--- config.mk ---
export PLATFORM = sky130hd
export DESIGN_NAME = plaintext_packer
export DESIGN_NICKNAME = d
export VERILOG_FILES = /design/src/rtl/aes_usb_pkg.sv /design/src/rtl/flex_fifo.sv /design/src/rtl/plaintext_packer.sv
export SDC_FILE = /design/constraint.sdc
export NUM_CORES = 1
export LEC_CHECK = 0
export CAP_MARGIN = 20
export CORE_MARGIN = 4
export CORE_UTILIZATION = 40
export CTS_CLUSTER_DIAMETER = 100
export DETAILED_ROUTE_END_ITERATION = 12
export SLEW_MARGIN = 5
export SYNTH_ARGS = -nofsm -noshare
export SYNTH_HDL_FRONTEND = slang
export SYNTH_HIERARCHICAL = 1
export SYNTH_SLANG_ARGS = --single-unit
--- constraint.sdc ---
create_clock -name clk -period 3.2 [get_ports clk]
set_input_delay 0.64 -clock clk [delete_from_list [all_inputs] [get_ports clk]]
set_output_delay 0.64 -clock clk [all_outputs]
set_load 0.01 [all_outputs]
--- src/rtl/aes_usb_pkg.sv ---
// Shared types and sizes for the USB-to-AES datapath.
package aes_usb_pkg;

  localparam int BYTE_W          = 8;
  localparam int BLOCK_W         = 128;
  localparam int BYTES_PER_BLOCK = 16;

  typedef enum logic {
    COLLECT = 1'b0,
    HOLD    = 1'b1
  } packer_state_e;

endpackage

--- src/rtl/flex_fifo.sv ---
// First-word-fall-through FIFO: r_data shows the head entry whenever empty is low.
module flex_fifo #(
  parameter int DATA_W     = 8,
  parameter int FIFO_DEPTH = 16,
  parameter int ADDR_BITS  = 4
) (
  input  logic              clk,
  input  logic              n_rst,
  input  logic              w_enable,
  input  logic [DATA_W-1:0] w_data,
  input  logic              r_enable,
  output logic [DATA_W-1:0] r_data,
  output logic              empty,
  output logic              full
);

  localparam logic [ADDR_BITS:0] DEPTH_CNT = (ADDR_BITS+1)'(FIFO_DEPTH);

  logic [DATA_W-1:0]    mem_q [FIFO_DEPTH];
  logic [DATA_W-1:0]    mem_d [FIFO_DEPTH];
  logic [ADDR_BITS-1:0] wr_ptr_q, wr_ptr_d;
  logic [ADDR_BITS-1:0] rd_ptr_q, rd_ptr_d;
  logic [ADDR_BITS:0]   count_q, count_d;
  logic                 push, pop;

  assign full   = (count_q == DEPTH_CNT);
  assign empty  = (count_q == '0);
  assign r_data = mem_q[rd_ptr_q];

  // A write into a full FIFO is dropped even if a pop happens on the same edge.
  assign push = w_enable && !full;
  assign pop  = r_enable && !empty;

  always_comb begin
    mem_d    = mem_q;
    wr_ptr_d = wr_ptr_q;
    rd_ptr_d = rd_ptr_q;
    count_d  = count_q;
    if (push) begin
      mem_d[wr_ptr_q] = w_data;
      wr_ptr_d        = wr_ptr_q + 1'b1;
    end
    if (pop) begin
      rd_ptr_d = rd_ptr_q + 1'b1;
    end
    case ({push, pop})
      2'b10:   count_d = count_q + 1'b1;
      2'b01:   count_d = count_q - 1'b1;
      default: count_d = count_q;
    endcase
  end

  always_ff @(posedge clk or negedge n_rst) begin
    if (!n_rst) begin
      wr_ptr_q <= '0;
      rd_ptr_q <= '0;
      count_q  <= '0;
    end else begin
      wr_ptr_q <= wr_ptr_d;
      rd_ptr_q <= rd_ptr_d;
      count_q  <= count_d;
    end
  end

  always_ff @(posedge clk) begin
    mem_q <= mem_d;
  end

endmodule

--- src/rtl/plaintext_packer.sv ---
// Packs plaintext bytes from the USB receive path into 128-bit blocks for the AES core.
module plaintext_packer
  import aes_usb_pkg::*;
#(
  parameter int FIFO_DEPTH = 16,
  parameter int ADDR_BITS  = 4
) (
  input  logic               clk,
  input  logic               n_rst,
  input  logic               w_enable,
  input  logic [BYTE_W-1:0]  w_data,
  input  logic               clear,
  input  logic               block_ack,
  output logic               full,
  output logic               block_valid,
  output logic [BLOCK_W-1:0] block_data,
  output logic [4:0]         byte_count
);

  localparam logic [4:0] LAST_BYTE = 5'(BYTES_PER_BLOCK - 1);

  packer_state_e      state_q, state_d;
  logic [BLOCK_W-1:0] block_data_q, block_data_d;
  logic [4:0]         byte_count_q, byte_count_d;
  logic               block_valid_q, block_valid_d;
  logic               fifo_r_enable;
  logic               fifo_empty;
  logic [BYTE_W-1:0]  fifo_r_data;

  flex_fifo #(
    .DATA_W     (BYTE_W),
    .FIFO_DEPTH (FIFO_DEPTH),
    .ADDR_BITS  (ADDR_BITS)
  ) u_fifo (
    .clk      (clk),
    .n_rst    (n_rst),
    .w_enable (w_enable),
    .w_data   (w_data),
    .r_enable (fifo_r_enable),
    .r_data   (fifo_r_data),
    .empty    (fifo_empty),
    .full     (full)
  );

  // clear wins over both ack and pop; the FIFO itself keeps its contents.
  always_comb begin
    state_d       = state_q;
    block_data_d  = block_data_q;
    byte_count_d  = byte_count_q;
    block_valid_d = block_valid_q;
    fifo_r_enable = 1'b0;
    if (clear) begin
      state_d       = COLLECT;
      block_data_d  = '0;
      byte_count_d  = '0;
      block_valid_d = 1'b0;
    end else begin
      case (state_q)
        COLLECT: begin
          if (!fifo_empty) begin
            fifo_r_enable = 1'b1;
            block_data_d  = {block_data_q[BLOCK_W-BYTE_W-1:0], fifo_r_data};
            byte_count_d  = byte_count_q + 5'd1;
            if (byte_count_q == LAST_BYTE) begin
              state_d       = HOLD;
              block_valid_d = 1'b1;
            end
          end
        end
        HOLD: begin
          if (block_ack) begin
            state_d       = COLLECT;
            byte_count_d  = '0;
            block_valid_d = 1'b0;
          end
        end
        default: state_d = COLLECT;
      endcase
    end
  end

  always_ff @(posedge clk or negedge n_rst) begin
    if (!n_rst) begin
      state_q       <= COLLECT;
      block_data_q  <= '0;
      byte_count_q  <= '0;
      block_valid_q <= 1'b0;
    end else begin
      state_q       <= state_d;
      block_data_q  <= block_data_d;
      byte_count_q  <= byte_count_d;
      block_valid_q <= block_valid_d;
    end
  end

  assign block_valid = block_valid_q;
  assign block_data  = block_data_q;
  assign byte_count  = byte_count_q;

endmodule

==> out/metrics.csv <==
stage,metric,value,unit
route,wire per inst,20.7,um
grt,Total GRT Usage,16.2,%
sta,final worst path period share,91.0,%
route,Iteration-0 DRC Markers,504,
yosys,largest cells by area after synthesis,"edfxtp_1, dfrtp_1, a22o_1",
cells_and_area,final net count,843,
worst_setup_path,CP max FO,9,
die,IO Pins,148,
yosys,cell area after synthesis,10800,sq um
grt,grt ovf,0,
sta,crit path time final,2.91,ns
grt,number of global-route vias before repair,6352,
route,first-pass iteration count of the detailed router,6,
yosys,predominant post-synthesis flop cell,dfrtp_1,
cts,PostCTS Resize Cnt,0,
placement,RePlAce Congestion,0.799,
sta,f_max,0.343,GHz
pwr,Leak,5.50,nW
route,"antenna viol nets, final",0,
yosys,post-synth top area share,35.6,%
run_status,status,"complete, no violations",
worst_setup_path,Worst EP arrival,3.35,ns
cts,Longest Clk Path Bufs,3,
cts,Worst-path clk slew,0.06,ns
sta,final setup vio count,0,
grt,initial antenna violation count,0,
cts,Sink Count,276,
die,initial core utilization,41.0,%
die,core box area,26300,sq um
cells_and_area,P&R area growth vs syn,26.7,%
sta,Final Hold Fails,0,
cts,Setup Buffers After CTS,0,
worst_setup_path,crit end category,register,
route,DRT Wirelength,24300,um
yosys,Post-synth ARST share,53.6,%
cells_and_area,Register Area,7550,sq um
route,drc violations,0,
placement,IO Port Bufs,147,
hold_path,Min-Delay Path Class,input port to async pin,
placement,Post-DP HPWL,16500,um
yosys,synthesized instance count,659,
cells_and_area,fill count,2123,
cells_and_area,ANT cells,0,
yosys,distinct cell type count after synthesis,46,
cts,CTS buffer count,29,
grt,first-pass GRT wire length,37800,um
yosys,number of flops mapped to enable cells by yosys,128,
worst_setup_path,Setup crit start kind,register,
pwr,total chip power,10.6,mW
cts,# hold bufs at CTS,0,
sta,Rel. slew slack,42.9,%
sta,"Slew Viols, Final",0,
route,DR vias,6411,
worst_setup_path,WP data required,3.64,ns
sta,Setup Skew,0.0106,ns
grt,largest net degree at the start of global routing,84,
cts,Clk Tree Root Cell,clkbuf_16,
yosys,"FF+latch count, synth",276,
route,vias per cell,5.45,
yosys,Synthesized Nets,684,
run,total of max-cap violations,0,
yosys,post-synth top area cell,edfxtp_1,
cts,worst skew pair latency,0.55,ns
cells_and_area,Multi-input gate area,2840,sq um
cells_and_area,Layout Cells excl Fill,1176,
sta,Worst Tran Pin Value,0.856,ns
die,Die Wd,172,um
pwr,Peak supply drop,0.402,mV
pwr,PD cells,776,nW/um^2
die,full die area,29700,sq um
yosys,syn avg cell area,16.4,sq um
yosys,sequential area share after synthesis,70.0,%
cts,CTS tree,done,
die,FP Rows,59,
placement,DP Cell Count,1122,
worst_setup_path,CP Class,register to register,
cells_and_area,layout cells sized above 1,13.7,%
yosys,Synth Warn #,6,
cts,H-tree depth,1,
sta,RSZ-0062 raised after global routing,false,
die,Die H,172,um
[power by group]
| part | switching [mW] | internal, mW |
|---|---|---|
| registers | 0.363 | 4.09 |
| logic | 1.30 | 1.12 |
| clock network | 1.37 | 2.35 |
[routing by layer]
layer / track usage, % / wire length [um] / share of wire (%) / up-vias
met5: 0 / 0 / 0 / -
met4: 3.28 / 358 / 1.5 / 0
met3: 2.74 / 1430 / 5.9 / 33
met2: 26.6 / 11700 / 48 / 185
met1: 23.0 / 10800 / 44 / 3313
li1: - / - / - / 2880
[registers in the layout, indices dropped and copies added, names as in the netlist]
register	count
u_fifo/mem_q	128
block_data	128
block_valid	1
u_fifo/count_q	5
byte_count	5
u_fifo/wr_ptr_q	4
u_fifo/rd_ptr_q	4
state_q	1
[area by class of cell]
class	instances	share of cell area, %
clock inverters	16	1.81
clock buffers	38	6.18
repair buffers	176	12.6
multi-input cells	325	20.8
inverters	10	0.275
well taps	335	3.07
flip-flops and latches	276	55.2
[synthesized netlist by cell type (4+ instances only)]
library cell / instances
buf_2: 23
dfrtp_1: 148
edfxtp_1: 128
nor2b_1: 6
inv_1: 10
o21ai_1: 9
mux2i_1: 25
o21ai_0: 13
a22oi_1: 8
nor3_1: 4
nand2_1: 23
nor2_1: 12
mux4_2: 16
xnor2_1: 7
mux2_1: 7
a21oi_1: 16
a221oi_2: 8
ha_1: 11
a22o_1: 128
buf_6: 18
[kinds of logic after synthesis]
group | Yosys count | synth area share (%)
AOI/OAI and AO/OA | 187 | 14.2
xor gates and xnor gates | 10 | 0.812
adders and majority gates | 12 | 1.46
buffers and inverters | 58 | 3.75
DFF | 276 | 70.0
muxes | 50 | 6.64
and+or+nand+nor | 66 | 3.18
[final timing paths]
path	from	endpoint	slack, ns	cells after the start
max in group asynchronous	n_rst	block_data[62]$_DFFE_PN0P_	2.28	2
worst min register to register	block_data[125]$_DFFE_PN0P_	block_data[125]$_DFFE_PN0P_	0.50	1
worst max register to register	u_fifo/count_q[0]$_DFFE_PN0P_	u_fifo/count_q[4]$_DFFE_PN0P_	0.29	11
min in group clk	block_data[125]$_DFFE_PN0P_	block_data[125]$_DFFE_PN0P_	0.50	1
worst max-delay path	u_fifo/count_q[0]$_DFFE_PN0P_	u_fifo/count_q[4]$_DFFE_PN0P_	0.29	11
worst min-delay path	n_rst	block_data[65]$_DFFE_PN0P_	0.10	1
[cell usage in the layout, fill, tap and decap left out, types with 2 or more instances in the layout]
cell type | synthesis | routed
a21o_1 | 2 | 2
a21oi_1 | 16 | 16
a221oi_2 | 8 | 8
a22o_1 | 128 | 128
a22oi_1 | 8 | 8
and2_1 | 2 | 2
buf_12 | 0 | 3
buf_4 | 3 | 26
bufinv_16 | 0 | 6
clkbuf_1 | 1 | 2
clkbuf_16 | 0 | 32
clkbuf_4 | 0 | 3
clkdlybuf4s50_1 | 0 | 146
clkinv_2 | 0 | 7
dfrtp_1 | 148 | 147
edfxtp_1 | 128 | 128
ha_1 | 11 | 11
inv_1 | 10 | 10
inv_4 | 0 | 2
mux2_1 | 7 | 7
mux2i_1 | 25 | 25
mux4_2 | 16 | 16
nand2_1 | 23 | 23
nand2b_1 | 3 | 3
nand3_1 | 2 | 2
nand3b_1 | 2 | 2
nor2_1 | 12 | 12
nor2b_1 | 6 | 6
nor3_1 | 4 | 4
o21ai_0 | 13 | 13
o21ai_1 | 9 | 9
or3_1 | 2 | 2
xnor2_1 | 7 | 7
xor2_1 | 3 | 3
[critical path, stage by stage (launching register included)]
cell and delay, ns:
dfrtp_1 0.43, nor4_2 0.33, and2b_2 0.32, nor3_4 0.06
nor2b_1 0.16, ha_1 0.22, ha_1 0.32, nor2b_1 0.14
o21ai_0 0.22, a21oi_1 0.11, or3b_1 0.37, xnor2_1 0.13
[through the flow]
| step | hold WS (ns) | TNS (ns) | setup WS, ns | instance area [sq um] | utilization, % |
|---|---|---|---|---|---|
| 2_1_floorplan | 0.344 | 0 | 0.209 | 10800 | - |
| 3_3_place_gp | 0.484 | 0 | 0.0614 | 12600 | 47.8 |
| 3_5_place_dp | 0.488 | -0.00687 | -0.00687 | 12600 | 47.8 |
| 4_1_cts | 0.117 | 0 | 0.180 | 13700 | 52.0 |
| 5_1_grt | 0.153 | 0 | 0.0216 | 13700 | 52.0 |
| 6_report | 0.103 | 0 | 0.287 | 13700 | 52.0 |
(Power assumes the default switching activity.)
